**config.mk**
```make
export PLATFORM = sky130hd
export DESIGN_NAME = snake_dir_queue
export DESIGN_NICKNAME = d
export VERILOG_FILES = /design/src/rtl/snake_dir_queue.sv
export SDC_FILE = /design/constraint.sdc
export NUM_CORES = 1
export LEC_CHECK = 0
export ABC_AREA = 0
export CORE_AREA = 2 2 91 93
export DETAILED_ROUTE_END_ITERATION = 10
export DIE_AREA = 0 0 93 95
export PLACE_DENSITY = 0.88
export REMOVE_ABC_BUFFERS = 1
export SYNTH_ARGS = -nofsm -noshare
export SYNTH_HDL_FRONTEND = slang
export SYNTH_SLANG_ARGS = --single-unit
```
**constraint.sdc**
```tcl
create_clock -name clk -period 7.8 [get_ports clk]
set_clock_uncertainty 0.1 [all_clocks]
set_input_delay 1.56 -clock clk [delete_from_list [all_inputs] [get_ports clk]]
set_output_delay 1.56 -clock clk [all_outputs]
set_load 0.005 [all_outputs]
```
**src/rtl/snake_dir_queue.sv**
```systemverilog
// snake_dir_queue
//   Direction register for the snake game with a small turn queue.
//   Raw direction buttons are synchronised (2 flops), debounced and
//   edge-detected. One press per cycle is considered, by priority
//   left > right > up > down. A press is accepted only if it is a
//   90-degree turn relative to the reference direction: the queue tail,
//   or the current direction when the queue is empty. Accepted turns are
//   queued and applied one per step pulse.
//
//   Optional build macro SNAKE_DIR_PAUSE_EN adds a debounced pause button
//   (port pause) that toggles a paused state (port paused_o). While
//   paused, steps and direction presses are ignored and the queue is kept.
//
// Ports:
//   clk       system clock
//   reset     asynchronous, active-high reset
//   left/right/up/down  raw async buttons, active-high
//   step      one-clock game tick; applies the next queued turn
//   flush     synchronous queue clear (direction unchanged)
//   clr_ovf   clears the overflow flag
//   out       current direction: 000 right, 001 left, 010 up, 011 down
//   q_count   number of queued turns
//   overflow  sticky: an accepted turn was dropped on a full queue
module snake_dir_queue #(
  parameter int QDEPTH    = 4,
  parameter int DB_CYCLES = 65536,
  parameter int CNT_W     = $clog2(QDEPTH + 1)
) (
  input  logic             clk,
  input  logic             reset,
  input  logic             left,
  input  logic             right,
  input  logic             up,
  input  logic             down,
  input  logic             step,
  input  logic             flush,
  input  logic             clr_ovf,
`ifdef SNAKE_DIR_PAUSE_EN
  input  logic             pause,
  output logic             paused_o,
`endif
  output logic [2:0]       out,
  output logic [CNT_W-1:0] q_count,
  output logic             overflow
);

  localparam int AW  = (QDEPTH > 1) ? $clog2(QDEPTH) : 1;
  localparam int DBW = $clog2(DB_CYCLES + 1);
`ifdef SNAKE_DIR_PAUSE_EN
  localparam int NB  = 5;
`else
  localparam int NB  = 4;
`endif

  localparam logic [DBW-1:0]   DB_LAST = DBW'(DB_CYCLES - 1);
  localparam logic [CNT_W-1:0] FULL_CNT = CNT_W'(QDEPTH);

  // Button index equals the direction code; index 4 is pause when built in.
  logic [NB-1:0] raw;
`ifdef SNAKE_DIR_PAUSE_EN
  assign raw = {pause, down, up, left, right};
`else
  assign raw = {down, up, left, right};
`endif

  // Opposite directions differ only in bit 0, so a turn is legal exactly
  // when the vertical/horizontal axis bit changes.
  function automatic logic legal_turn(input logic [1:0] dir, input logic [1:0] ref_dir);
    return dir[1] != ref_dir[1];
  endfunction

  logic [NB-1:0]  sync_p0, sync_p1, db_p2, db_prev_p3;
  logic [DBW-1:0] db_cnt [NB];
  logic [NB-1:0]  press;

  // Stage p0/p1: two-flop synchroniser; p2: debounced level; p3: edge history
  always_ff @(posedge clk or posedge reset) begin
    if (reset) begin
      sync_p0    <= '0;
      sync_p1    <= '0;
      db_p2      <= '0;
      db_prev_p3 <= '0;
      for (int i = 0; i < NB; i++) db_cnt[i] <= '0;
    end else begin
      sync_p0    <= raw;
      sync_p1    <= sync_p0;
      db_prev_p3 <= db_p2;
      for (int i = 0; i < NB; i++) begin
        if (sync_p1[i] != db_p2[i]) begin
          if (db_cnt[i] == DB_LAST) begin
            db_p2[i]  <= sync_p1[i];
            db_cnt[i] <= '0;
          end else begin
            db_cnt[i] <= db_cnt[i] + DBW'(1);
          end
        end else begin
          db_cnt[i] <= '0;
        end
      end
    end
  end

  assign press = db_p2 & ~db_prev_p3;

  logic       press_vld;
  logic [1:0] press_dir;

  always_comb begin
    press_vld = 1'b0;
    press_dir = 2'b00;
    if (press[1])      begin press_vld = 1'b1; press_dir = 2'b01; end
    else if (press[0]) begin press_vld = 1'b1; press_dir = 2'b00; end
    else if (press[2]) begin press_vld = 1'b1; press_dir = 2'b10; end
    else if (press[3]) begin press_vld = 1'b1; press_dir = 2'b11; end
  end

  logic paused;
`ifdef SNAKE_DIR_PAUSE_EN
  always_ff @(posedge clk or posedge reset) begin
    if (reset)         paused <= 1'b0;
    else if (press[4]) paused <= ~paused;
  end
  assign paused_o = paused;
`else
  assign paused = 1'b0;
`endif

  logic [1:0]       mem [QDEPTH];
  logic [AW-1:0]    wr_ptr, rd_ptr;
  logic [CNT_W-1:0] count;
  logic [1:0]       dir;
  logic [1:0]       ref_dir;
  logic             full, pop, push_req, push, ovf_set;

  // A one-entry queue being popped still uses its entry as reference:
  // that entry becomes the direction on the same edge.
  assign ref_dir  = (count == '0) ? dir : mem[wr_ptr - AW'(1)];
  assign full     = (count == FULL_CNT);
  assign pop      = step && (count != '0) && !flush && !paused;
  assign push_req = press_vld && legal_turn(press_dir, ref_dir) && !flush && !paused;
  assign push     = push_req && (!full || pop);
  assign ovf_set  = push_req && full && !pop;

  // Stage p4: queue storage (data only, no reset)
  always_ff @(posedge clk) begin
    if (push) mem[wr_ptr] <= press_dir;
  end

  always_ff @(posedge clk or posedge reset) begin
    if (reset) begin
      wr_ptr   <= '0;
      rd_ptr   <= '0;
      count    <= '0;
      dir      <= 2'b00;
      overflow <= 1'b0;
    end else begin
      if (flush) begin
        rd_ptr <= wr_ptr;
        count  <= '0;
      end else begin
        if (push) wr_ptr <= wr_ptr + AW'(1);
        if (pop) begin
          rd_ptr <= rd_ptr + AW'(1);
          dir    <= mem[rd_ptr];
        end
        case ({push, pop})
          2'b10:   count <= count + CNT_W'(1);
          2'b01:   count <= count - CNT_W'(1);
          default: count <= count;
        endcase
      end
      if (ovf_set)      overflow <= 1'b1;
      else if (clr_ovf) overflow <= 1'b0;
    end
  end

  assign out     = {1'b0, dir};
  assign q_count = count;

endmodule

```
Word level (Yosys, flattened, before mapping)

Memories as Yosys holds them, arrays and structs flattened. A register that Yosys moved wholly into a read port is not among the register bits.
Cells that the tools add are included.

Bits in registers: 92
Bits in writable memories: 8
Input bits: 9
Logic and storage cells: 87
Memories kept: 1

Memory list:

| name | words | bits a word | read ports | clocked after memory_dff | write ports | RTL line | RTL |
|---|---|---|---|---|---|---|---|
| mem  | 4     | 2           | 2          | 1                        | 1           | 128      | `logic [1:0] mem [QDEPTH];` |

Add/sub/neg operators: 9
Eq/ne operators: 12
Muxes and demuxes: 25
Bitwise logic cells: 3
Reduce and logical (&&, ||, !) cells: 22

Operators by type and width:

| cell                                                                     | count |
|---|---|
| 17-bit 2-to-1 mux                                                        | 8 |
| 17-bit by 1-bit adder with 17-bit output (second input constant)         | 4 |
| 17-bit by 16-bit equality test with 1-bit output (second input constant) | 4 |
| 2-bit 2-to-1 mux                                                         | 7 |
| 2-bit AND reduction                                                      | 6 |
| 1-bit 2-to-1 mux                                                         | 8 |
| 1-bit logical AND                                                        | 7 |
| 3-bit one-hot mux with 2 select lines                                    | 1 |
| 3-bit nonzero test                                                       | 2 |
| 1-bit != test                                                            | 5 |
| 2-bit by 1-bit adder with 2-bit output (second input constant)           | 2 |
| 4-bit AND                                                                | 1 |
| 4-bit NOT                                                                | 1 |
| 2-bit nonzero test                                                       | 2 |
| 3-bit by 1-bit adder with 3-bit output (second input constant)           | 1 |
| 3-bit equality test (second input constant)                              | 1 |
| 1-bit zero test                                                          | 3 |
| 3-bit zero test                                                          | 1 |
| 3-bit 2-to-1 mux                                                         | 1 |
| 3-bit by 1-bit subtractor with 3-bit output (second input constant)      | 1 |
| 2-bit by 1-bit equality test with 1-bit output (second input constant)   | 1 |
| 2-bit equality test (second input constant)                              | 1 |
| 2-bit by 1-bit subtractor with 2-bit output (second input constant)      | 1 |
| 1-bit logical OR                                                         | 1 |
| 1-bit NOT                                                                | 1 |

Depth between registers and ports, before layout

Gate-level depths: netlist (run 1).

Depth after elaboration: 13
Depth in mapped cells: 12

Least setup slack after synthesis (run 1)

OpenSTA, ideal clock, no wires.

Kind: in2reg
Start point: in step
End point: reg count[2], in the netlist q_count[2]
Library setup time: 0.122 ns
Arrival time: 3.388 ns
Data required time: 7.578 ns
Slack: 4.190 ns
Stages: 8
Cell sequence: clkbuf_1 -> nand2_1 -> nor2_1 -> nand2_1 -> fa_1 -> or2_2 -> o221a_1 -> a2111oi_1

Word-level cells in the longest chain between the ends: 7
Elaborated cells between the ends (all ways): 9

RTL lines:

| element                                                                               | RTL line | RTL |
|---|---|---|
| start, declared                                                                       | 35       | `input logic step,` |
| 1-bit logical AND * (2 in a row)                                                      | 139      | `assign pop = step && (count != '0) && !flush && !paused;` |
| 1-bit logical OR                                                                      | 141      | `assign push = push_req && (!full \|\| pop);` |
| 1-bit logical AND                                                                     | 141      |  |
| 2-bit by 1-bit equality test with 1-bit output or 2-bit equality test (tied branches) | 166      | `case ({push, pop})` |
| 3-bit one-hot mux with 2 select lines                                                 | 166      |  |
| 3-bit 2-to-1 mux                                                                      | 157      | `if (flush) begin` |
| end signal, assigned                                                                  | 167      | `2'b10: count <= count + CNT_W'(1);` |
| end signal, assigned                                                                  | 168      | `2'b01: count <= count - CNT_W'(1);` |
| end signal, assigned                                                                  | 169      | `default: count <= count;` |
| end, declared                                                                         | 130      | `logic [CNT_W-1:0] count;` |

Every way passes the cells marked *; elsewhere a longest branch is shown, timed or not.
A chain may end at the register's enable or synchronous reset.

Worst setup path in the final report (run 1)

Same ends and word-level chain as after synthesis.

==> results of run 1 <==
-- flip-flops by register name, summed over array words and instances, names as in the netlist --
signal / flops
wr_ptr: 2
db_prev_p3: 4
rd_ptr: 2
q_count: 3
overflow: 1
db_cnt: 68
db_p2: 4
dir: 2
mem: 8
sync_p0: 4
sync_p1: 4
-- cells by family after synthesis --
| logic type | Yosys count |
|---|---|
| compound gates | 20 |
| mux | 13 |
| other cells | 1 |
| buf+inv | 21 |
| flops | 102 |
| xor+xnor | 62 |
| simple gates | 200 |
| fa+ha+maj | 9 |
-- stage by stage --
step	cells	area, µm²	util [%]
floorplan	420	4600	-
global placement	540	4880	61.6
detailed placement	540	4880	61.6
CTS	556	5120	64.6
global route	556	5120	64.6
finish	556	5120	64.6
-- power by group through the flow --
stage,Sequential (W),Combinational (W),Clock (W)
6_report,0.000550,0.0000358,0.000386
5_1_grt,0.000551,0.0000420,0.000416
4_1_cts,0.000550,0.0000371,0.000394
3_3_place_gp,0.000560,0.0000352,0
3_5_place_dp,0.000560,0.0000367,0
2_1_floorplan,0.000559,0.0000233,0
-- cells in the final DEF (no fill, tap or decap), drive strengths merged, types with 2 or more instances in the layout --
cell type,count
mux2i,2
and2,5
nor2,80
or3,4
mux2,8
inv,14
and3,23
nand2b,2
nand4,10
o211a,2
xor2,37
and4,3
mux4,3
bufinv,2
a21o,2
edfxtp,8
clkdlybuf4s50,14
dfrtp,94
o21ai,6
nor4,3
nand3,27
nor3,4
xnor2,25
clkbuf,11
or2,2
ha,8
nor2b,2
nand2,34
-- final timing paths --
check	start	to	slack, ps	cells past startpoint
hold / removal	sync_p0[1]$_DFF_PP0_	sync_p1[1]$_DFF_PP0_	260	0
max in group asynchronous	reset	db_cnt[20]$_DFF_PP0_	5080	3
hold reg to reg	sync_p0[1]$_DFF_PP0_	sync_p1[1]$_DFF_PP0_	260	0
setup reg to reg	wr_ptr[0]$_DFFE_PP0P_	q_count[2]$_DFFE_PP0P_	4080	10
min in group asynchronous	reset	db_cnt[1]$_DFF_PP0_	1290	2
setup / recovery	step	q_count[2]$_DFFE_PP0P_	3880	8
-- cell type report --
cell class / count / area share, %
timing repair buffer: 15 / 2.88
multi-input combinational: 305 / 38.3
inverter: 13 / 0.977
clock inverter: 5 / 1.71
sequential: 102 / 50.6
tap: 105 / 2.56
clock buffer: 11 / 2.98
-- routing by layer --
metal  wire length [µm]  up-vias  GRT usage (%)
li1                   -     1472              -
met1               3400     1475           26.4
met2               4000       61           34.8
met3                267       12           5.35
met4                101        0           5.51
met5                  0        -              0
-- worst max-delay path, stage by stage --
cell and delay, ps:
sky130_fd_sc_hd__clkdlybuf4s50_1 640, sky130_fd_sc_hd__nand2_1 140, sky130_fd_sc_hd__nor2_1 230, sky130_fd_sc_hd__nand2_1 100
sky130_fd_sc_hd__fa_1 420, sky130_fd_sc_hd__or2_2 310, sky130_fd_sc_hd__o221a_1 230, sky130_fd_sc_hd__a2111oi_1 410
==> report_table.html, run 1 <==
<table>
<tr><th>Metric</th><th>Value</th></tr>
<tr><th colspan="2">Outcome</th></tr>
<tr><td>Outcome</td><td>complete, no violations</td></tr>
<tr><th colspan="2">Logic synthesis</th></tr>
<tr><td>Synth Area in Simple Gates</td><td>between 20 and 25%</td></tr>
<tr><td>Ranking of synthesized cells by area</td><td>sky130_fd_sc_hd__dfrtp_1 51%, sky130_fd_sc_hd__xor2_1 7.0%, sky130_fd_sc_hd__nor2_1 6.4%</td></tr>
<tr><td>Portion of netlist area occupied by mux cells</td><td>about 4.2%</td></tr>
<tr><td>Mapped cell area</td><td>between 4000 and 5000 µm²</td></tr>
<tr><td>Post-synthesis compound-gate area fraction</td><td>under 10%</td></tr>
<tr><td>Async S/R FF share, synth</td><td>approximately 92%</td></tr>
<tr><td>Adder-cell share of the synthesized area</td><td>2.59%</td></tr>
<tr><td>Per-instance average area after synthesis</td><td>about 11 µm²</td></tr>
<tr><td>Count of warnings emitted by yosys</td><td>0</td></tr>
<tr><td>Library cell with the largest summed area after synthesis</td><td>sky130_fd_sc_hd__dfrtp_1</td></tr>
<tr><td>Number of synthesized flops with an enable pin</td><td>8</td></tr>
<tr><td>Proportion of netlist area held by the largest area contributor</td><td>about 51%</td></tr>
<tr><td>Flip-flop cell with the highest count after synthesis</td><td>sky130_fd_sc_hd__dfrtp_1</td></tr>
<tr><td>Combinational family with the most area after synthesis</td><td>simple AND/OR/NAND/NOR gates</td></tr>
<tr><td>Top-count cell post-synth</td><td>sky130_fd_sc_hd__dfrtp_1</td></tr>
<tr><td>Count of distinct cell types in the synthesized netlist</td><td>45</td></tr>
<tr><td>Number of synthesized register bits</td><td>102</td></tr>
<tr><td>Cell count after synthesis</td><td>about 430</td></tr>
<tr><td>Xor and xnor fraction of the mapped netlist area</td><td>between 10% and 20%</td></tr>
<tr><td>Share of the yosys chip area belonging to registers</td><td>55.9%</td></tr>
<tr><td>Most used standard cells in the synthesized netlist</td><td>94 x sky130_fd_sc_hd__dfrtp_1, 79 x sky130_fd_sc_hd__nor2_1, 37 x sky130_fd_sc_hd__xor2_1, 34 x sky130_fd_sc_hd__nand2_1, 27 x sky130_fd_sc_hd__nand3_1</td></tr>
<tr><th colspan="2">Global routing</th></tr>
<tr><td>First-pass GRT wire length</td><td>14.3 mm</td></tr>
<tr><td>Initial antenna violation count</td><td>0</td></tr>
<tr><td>Largest net degree at the start of global routing</td><td>86</td></tr>
<tr><td>Number of global-route vias before repair</td><td>3108</td></tr>
<tr><td>Leftover overflow at the end of global routing</td><td>0</td></tr>
<tr><td>GRT Util Overall</td><td>20.5%</td></tr>
<tr><th colspan="2">Timing</th></tr>
<tr><td>Total count of max-transition violations in the final report</td><td>0</td></tr>
<tr><td>F_max</td><td>0.255 GHz</td></tr>
<tr><td>Final setup violation count</td><td>0</td></tr>
<tr><td>Final worst-path setup slack</td><td>between 3000 and 4000 ps</td></tr>
<tr><td>Share of the cycle needed by the critical path after routing</td><td>50.2%</td></tr>
<tr><td>Tightest Pin Transition</td><td>1040 ps</td></tr>
<tr><td>Setup repair after global routing missed its margin</td><td>no</td></tr>
<tr><td>Final-report hold violation count</td><td>0</td></tr>
<tr><td>Worst slew slack as a fraction of its limit</td><td>a little under a third</td></tr>
<tr><td>Shortest clock period the worst path allows after layout</td><td>between 3000 and 4000 ps</td></tr>
<tr><td>Hold WS</td><td>262 ps</td></tr>
<tr><td>Setup TNS after final layout</td><td>0 ps</td></tr>
<tr><th colspan="2">Run</th></tr>
<tr><td>Max-cap violations</td><td>0</td></tr>
<tr><th colspan="2">Floorplan</th></tr>
<tr><td>Total Die Area</td><td>roughly 9000 µm²</td></tr>
<tr><td>Site Rows</td><td>33</td></tr>
<tr><td>Horiz. Die Dim</td><td>93 µm</td></tr>
<tr><td>Effective utilization at floorplan</td><td>58.5%</td></tr>
<tr><td>Vertical die dimension</td><td>95 µm</td></tr>
<tr><td>Core Box Area</td><td>approximately 8000 µm²</td></tr>
<tr><td>IO Pins</td><td>16</td></tr>
<tr><th colspan="2">Cells and area</th></tr>
<tr><td>Count of inserted antenna diode cells</td><td>0</td></tr>
<tr><td>Fill cells</td><td>596</td></tr>
<tr><td>Area of the multi-input gates</td><td>~2000 µm²</td></tr>
<tr><td>Final layout net count</td><td>between 400 and 500</td></tr>
<tr><td>Share of post-route cells with drive strength above 1</td><td>7.76%</td></tr>
<tr><td>Area taken by flip-flops and latches</td><td>roughly 2600 µm²</td></tr>
<tr><td>Area growth, synth to finish</td><td>10.5%</td></tr>
<tr><th colspan="2">Clock tree</th></tr>
<tr><td>TritonCTS Buffers</td><td>9</td></tr>
<tr><td>Root cell of the clock tree</td><td>sky130_fd_sc_hd__clkbuf_8</td></tr>
<tr><td>Source-to-sink clock delay at the later pin of the worst-skew pair</td><td>360 ps</td></tr>
<tr><td>CTS clock-pin slew for the worst setup and hold paths</td><td>100 ps</td></tr>
<tr><td>Resized cells post-CTS</td><td>0</td></tr>
<tr><td>Clock tree from TritonCTS</td><td>built</td></tr>
<tr><td>H-tree depth reported by CTS</td><td>3</td></tr>
<tr><td>Sinks on the clock net</td><td>102</td></tr>
<tr><td>Number of buffers added for setup after CTS</td><td>0</td></tr>
<tr><td>Number of buffers on the longest clock path</td><td>2</td></tr>
<tr><td>Number of hold-repair buffers added at the cts stage</td><td>0</td></tr>
<tr><th colspan="2">Power</th></tr>
<tr><td>Clock network fraction of design power</td><td>just under 40%</td></tr>
<tr><td>Switching power</td><td>roughly 0.00021 W</td></tr>
<tr><td>Fraction of power consumed by combinational cells</td><td>under 10%</td></tr>
<tr><td>Areal power density over the cells</td><td>about 190 nW/µm²</td></tr>
<tr><td>P_int</td><td>0.000759 W</td></tr>
<tr><td>Flop pwr share</td><td>a little under three fifths</td></tr>
<tr><td>Final Power</td><td>0.000971 W</td></tr>
<tr><td>Fraction of power spent switching nets</td><td>21.9%</td></tr>
<tr><td>Worst voltage drop across the vdd grid</td><td>0.124 mV</td></tr>
<tr><td>Standby leakage power</td><td>2.32 nW</td></tr>
<tr><th colspan="2">Critical path</th></tr>
<tr><td>CP Data Required Time</td><td>around 7900 ps</td></tr>
<tr><td>WS Path Type</td><td>input pin to flip-flop</td></tr>
<tr><td>Critical path capture point type</td><td>flip-flop</td></tr>
<tr><td>Crit path arrival time</td><td>approximately 4000 ps</td></tr>
<tr><td>Worst setup SP type</td><td>input pin</td></tr>
<tr><td>Largest fanout on the critical path</td><td>9</td></tr>
<tr><th colspan="2">Placed design</th></tr>
<tr><td>Pre-CTS setup slack</td><td>between 3000 and 4000 ps</td></tr>
<tr><td>Number of input and output port buffers inserted</td><td>14</td></tr>
<tr><td>Post-detail-place hpwl</td><td>approximately 5.2 mm</td></tr>
<tr><td>Final GP Congestion</td><td>a little over 0.8</td></tr>
<tr><th colspan="2">Routing</th></tr>
<tr><td>Number of remaining DRC errors</td><td>0</td></tr>
<tr><td>Number of nets with antenna violations after detailed routing</td><td>0</td></tr>
<tr><td>Wirelength per Cell</td><td>approximately 14 µm</td></tr>
<tr><td>Wire length reported by the detailed router</td><td>roughly 8 mm</td></tr>
<tr><td>Drt via density</td><td>roughly 5.4</td></tr>
<tr><td>Count of routing violations after the opening detailed-route iteration</td><td>approximately 140</td></tr>
<tr><td>DRT Pass-1 Iters</td><td>4</td></tr>
<tr><td>Via count</td><td>around 3000</td></tr>
<tr><th colspan="2">Hold path</th></tr>
<tr><td>Hold WC Path Type</td><td>flip-flop to flip-flop</td></tr>
</table>
No activity file was read; power rests on OpenSTA's default activity.
==> run 2: changes to the inputs <==
Settings changed: CORE_AREA 2 2 91 93 to 2 2 95 97, DIE_AREA 0 0 93 95 to 0 0 97 99, PLACE_DENSITY 0.88 to 0.85.
Clock period 7.8 ns to 3.32 ns, I/O delays scaled along.
==> run 2 against run 1 <==
Net effect: utilization shrank 4.2 points; flip-flop and latch count is the same; final area grew 0.93%; global-route usage shrank 2.3 points; critical path depth grew 2; non-clock buffer count grew 8; sequential share of layout area shrank 0.46 points; largest cell class unchanged; highest routed layer unchanged.
==> report_table.html, run 2 (synthesis results as in run 1) <==
<table>
<tr><th>Metric</th><th>Value</th></tr>
<tr><th colspan="2">Power</th></tr>
<tr><td>Clock network fraction of design power</td><td>37.2% (-2.5 points)</td></tr>
<tr><td>Flop pwr share</td><td>58.6% (+2.0 points)</td></tr>
<tr><td>Final Power</td><td>0.00220 W (+130%)</td></tr>
<tr><td>Standby leakage power</td><td>2.35 nW (+1.3%)</td></tr>
<tr><td>Fraction of power consumed by combinational cells</td><td>4.2% (+0.5 points)</td></tr>
<tr><td>Fraction of power spent switching nets</td><td>22.0% (+0.098 points)</td></tr>
<tr><td>P_int</td><td>0.00172 W (+130%)</td></tr>
<tr><td>Areal power density over the cells</td><td>426 nW/µm² (+120%)</td></tr>
<tr><td>Worst voltage drop across the vdd grid</td><td>0.320 mV (+160%)</td></tr>
<tr><td>Switching power</td><td>0.000485 W (+130%)</td></tr>
<tr><th colspan="2">Timing</th></tr>
<tr><td>Shortest clock period the worst path allows after layout</td><td>between 3000 and 4000 ps</td></tr>
<tr><td>F_max</td><td>between 0.3 and 0.4 GHz</td></tr>
<tr><td>Total count of max-transition violations in the final report</td><td>0 (unchanged)</td></tr>
<tr><td>Final-report hold violation count</td><td>0 (unchanged)</td></tr>
<tr><td>Tightest Pin Transition</td><td>742 ps (-300 ps)</td></tr>
<tr><td>Worst slew slack as a fraction of its limit</td><td>50.1% (+20 points)</td></tr>
<tr><td>Final setup violation count</td><td>0 (unchanged)</td></tr>
<tr><td>Hold WS</td><td>271 ps (+8.93 ps)</td></tr>
<tr><td>Setup TNS after final layout</td><td>0 ps (unchanged)</td></tr>
<tr><td>Share of the cycle needed by the critical path after routing</td><td>between 90 and 100%</td></tr>
<tr><td>Setup repair after global routing missed its margin</td><td>no</td></tr>
<tr><th colspan="2">Floorplan</th></tr>
<tr><td>Core Box Area</td><td>8550 µm² (+7.9%)</td></tr>
<tr><td>Total Die Area</td><td>9600 µm² (+8.7%)</td></tr>
<tr><td>Site Rows</td><td>34 (+3.0%)</td></tr>
<tr><td>Effective utilization at floorplan</td><td>54.3% (-4.3 points)</td></tr>
<tr><td>Vertical die dimension</td><td>99 µm (+4.2%)</td></tr>
<tr><td>Horiz. Die Dim</td><td>97 µm (+4.3%)</td></tr>
<tr><td>IO Pins</td><td>16 (unchanged)</td></tr>
<tr><th colspan="2">Cells and area</th></tr>
<tr><td>Register with the highest flop count</td><td>db_cnt</td></tr>
<tr><td>Commonest non-fill, non-tap cell in the layout</td><td>sky130_fd_sc_hd__dfrtp_1</td></tr>
<tr><td>Layout Cell Area excl Fill</td><td>5170 µm² (+0.93%)</td></tr>
<tr><td>Final layout net count</td><td>472 (+1.7%)</td></tr>
<tr><td>Commonest non-fill, non-tap cells in the layout</td><td>94 x sky130_fd_sc_hd__dfrtp_1, 79 x sky130_fd_sc_hd__nor2_1, 37 x sky130_fd_sc_hd__xor2_1, 34 x sky130_fd_sc_hd__nand2_1, 27 x sky130_fd_sc_hd__nand3_1</td></tr>
<tr><td>Count of inserted antenna diode cells</td><td>0 (unchanged)</td></tr>
<tr><td>Number of flip-flops in the largest register</td><td>68 (unchanged)</td></tr>
<tr><td>Cell Count, Final, Fillers Out</td><td>567 (+2.0%)</td></tr>
<tr><td>Share of post-route cells with drive strength above 1</td><td>9.37% (+1.6 points)</td></tr>
<tr><td>Largest registers</td><td>db_cnt: 68 flops, mem: 8 flops</td></tr>
<tr><td>Area growth, synth to finish</td><td>11.5%</td></tr>
<tr><th colspan="2">Hold path</th></tr>
<tr><td>Min-Delay Startpoint</td><td>sync_p0[2]$_DFF_PP0_</td></tr>
<tr><td>Hold WC Path Type</td><td>flip-flop to flip-flop</td></tr>
<tr><td>Hold path depth</td><td>0 (unchanged)</td></tr>
<tr><td>Destination of the worst hold path</td><td>sync_p1[2]$_DFF_PP0_</td></tr>
<tr><th colspan="2">Routing</th></tr>
<tr><td>Wire length reported by the detailed router</td><td>8.06 mm (+3.7%)</td></tr>
<tr><td>Count of routing violations after the opening detailed-route iteration</td><td>131 (-3.0%)</td></tr>
<tr><td>Drt via density</td><td>5.48 (+0.88%)</td></tr>
<tr><td>Number of nets with antenna violations after detailed routing</td><td>0 (unchanged)</td></tr>
<tr><td>Wirelength per Cell</td><td>14.2 µm (+1.7%)</td></tr>
<tr><td>Via count</td><td>3107 (+2.9%)</td></tr>
<tr><td>DRT Pass-1 Iters</td><td>4 (unchanged)</td></tr>
<tr><td>Number of remaining DRC errors</td><td>0 (unchanged)</td></tr>
<tr><th colspan="2">Clock tree</th></tr>
<tr><td>Resized cells post-CTS</td><td>0 (unchanged)</td></tr>
<tr><td>Source-to-sink clock delay at the later pin of the worst-skew pair</td><td>360 ps (about the same)</td></tr>
<tr><td>TritonCTS Buffers</td><td>9 (unchanged)</td></tr>
<tr><td>Clock tree from TritonCTS</td><td>built</td></tr>
<tr><td>Sinks on the clock net</td><td>102 (unchanged)</td></tr>
<tr><td>Root cell of the clock tree</td><td>sky130_fd_sc_hd__clkbuf_8</td></tr>
<tr><td>H-tree depth reported by CTS</td><td>3 (unchanged)</td></tr>
<tr><td>CTS clock-pin slew for the worst setup and hold paths</td><td>100 ps (about the same)</td></tr>
<tr><td>Number of buffers on the longest clock path</td><td>2 (unchanged)</td></tr>
<tr><th colspan="2">Run</th></tr>
<tr><td>Max-cap violations</td><td>0 (unchanged)</td></tr>
<tr><th colspan="2">Outcome</th></tr>
<tr><td>Outcome</td><td>complete, no violations</td></tr>
<tr><th colspan="2">Critical path</th></tr>
<tr><td>Critical path's slowest cell</td><td>sky130_fd_sc_hd__fa_1</td></tr>
<tr><td>Capturing point of the worst reg2reg path</td><td>q_count[2]$_DFFE_PP0P_</td></tr>
<tr><td>WS Path Type</td><td>flip-flop to flip-flop</td></tr>
<tr><td>Worst setup SP type</td><td>flip-flop</td></tr>
<tr><td>Register-to-register setup slack</td><td>210 ps (-3870 ps)</td></tr>
<tr><td>Ordered list of cells on the worst path</td><td>inv_1, ha_1, mux4_2, mux2i_4, mux2i_2, nand2_1, fa_1, or2_2, o221a_1, a2111oi_1</td></tr>
<tr><td>Critical path capture point type</td><td>flip-flop</td></tr>
<tr><td>CP Data Required Time</td><td>3470 ps (-4460 ps)</td></tr>
<tr><td>Largest fanout on the critical path</td><td>3 (-6)</td></tr>
<tr><td>Crit path arrival time</td><td>3260 ps (-780 ps)</td></tr>
<tr><td>Worst Reg2Reg Path Length in Cells</td><td>10 (unchanged)</td></tr>
<tr><td>Startpoint of the most critical register-to-register path</td><td>wr_ptr[0]$_DFFE_PP0P_</td></tr>
<tr><td>Slowest cell delay on critical path</td><td>400 ps (-240 ps)</td></tr>
<tr><th colspan="2">Placed design</th></tr>
<tr><td>Placed cell areas</td><td>4950 µm² (+1.4%)</td></tr>
<tr><td>Post-detail-place hpwl</td><td>5.42 mm (+3.8%)</td></tr>
<tr><td>Placed Cells incl. Taps</td><td>550 (+1.9%)</td></tr>
<tr><td>Number of input and output port buffers inserted</td><td>14 (unchanged)</td></tr>
<tr><td>Final GP Congestion</td><td>0.888 (+10%)</td></tr>
<tr><th colspan="2">Global routing</th></tr>
<tr><td>GRT Util Overall</td><td>18.2% (-2.3 points)</td></tr>
<tr><td>Leftover overflow at the end of global routing</td><td>0 (unchanged)</td></tr>
<tr><td>Number of global-route vias before repair</td><td>3232 (+4.0%)</td></tr>
<tr><td>First-pass GRT wire length</td><td>14.3 mm (+0.14%)</td></tr>
<tr><td>Largest net degree at the start of global routing</td><td>47 (-45%)</td></tr>
<tr><td>Initial antenna violation count</td><td>0 (unchanged)</td></tr>
</table>
[run 2: worst max path at each step]
stage | from | endpoint | slack (ps) | depth (start not counted)
after floorplan | wr_ptr[0]$_DFFE_PP0P_ | q_count[2]$_DFFE_PP0P_ | 40 | 10
after global placement | wr_ptr[1]$_DFFE_PP0P_ | q_count[2]$_DFFE_PP0P_ | 270 | 10
after detailed placement | wr_ptr[1]$_DFFE_PP0P_ | q_count[2]$_DFFE_PP0P_ | 130 | 10
after CTS | wr_ptr[1]$_DFFE_PP0P_ | q_count[2]$_DFFE_PP0P_ | 110 | 10
after global routing | wr_ptr[0]$_DFFE_PP0P_ | q_count[2]$_DFFE_PP0P_ | 20 | 10
final | wr_ptr[0]$_DFFE_PP0P_ | q_count[2]$_DFFE_PP0P_ | 210 | 10
[run 2: layer usage]
layer / global-route usage [%] / routed length [µm]
met4: 7.80 / 143
met3: 2.70 / 227
met2: 30.9 / 4070
met1: 23.6 / 3620
met5: 0 / 0
[run 2: critical path: cells and delay by family (launching register included)]
kind	cells	cell delay, ps
buffers and inverters	1	120
flip-flops	1	380
adder cells (fa/ha/maj)	2	680
AND/OR/NAND/NOR	2	390
multiplexers	3	750
AO/OA/AOI/OAI	2	580
[run 2: timing repair]
action | 4_1_cts | 5_1_grt
setup buffers | 0 | 1
setup endpoints to repair | 0 | 1
hold buffers | 0 | 0
[run 2: final cells by class]
type                    instances  area [µm²]
fillers                       645        3380
flip-flops and latches        102        2590
multi-input cells             305        1960
repair buffers                 23         220
clock buffers                  13         169
well taps                     108         135
inverters                      13        50.0
clock inverters                 3        42.5
[run 2: metrics by stage]
step | utilization (%) | setup WS [ps]
floorplan | - | 38.4
finish | 60.5 | 215
CTS | 60.4 | 112
detailed placement | 57.9 | 131
global route | 60.5 | 15.7
global placement | 57.9 | 274
[run 2: power groups by stage]
stage	Combinational, W	Clock, W	Sequential [W]
after floorplan	0.0000546	0	0.00131
after global placement	0.0000909	0	0.00131
after detailed placement	0.0000946	0	0.00132
after CTS	0.0000954	0.000836	0.00129
after global routing	0.000108	0.000892	0.00130
final	0.0000930	0.000821	0.00129
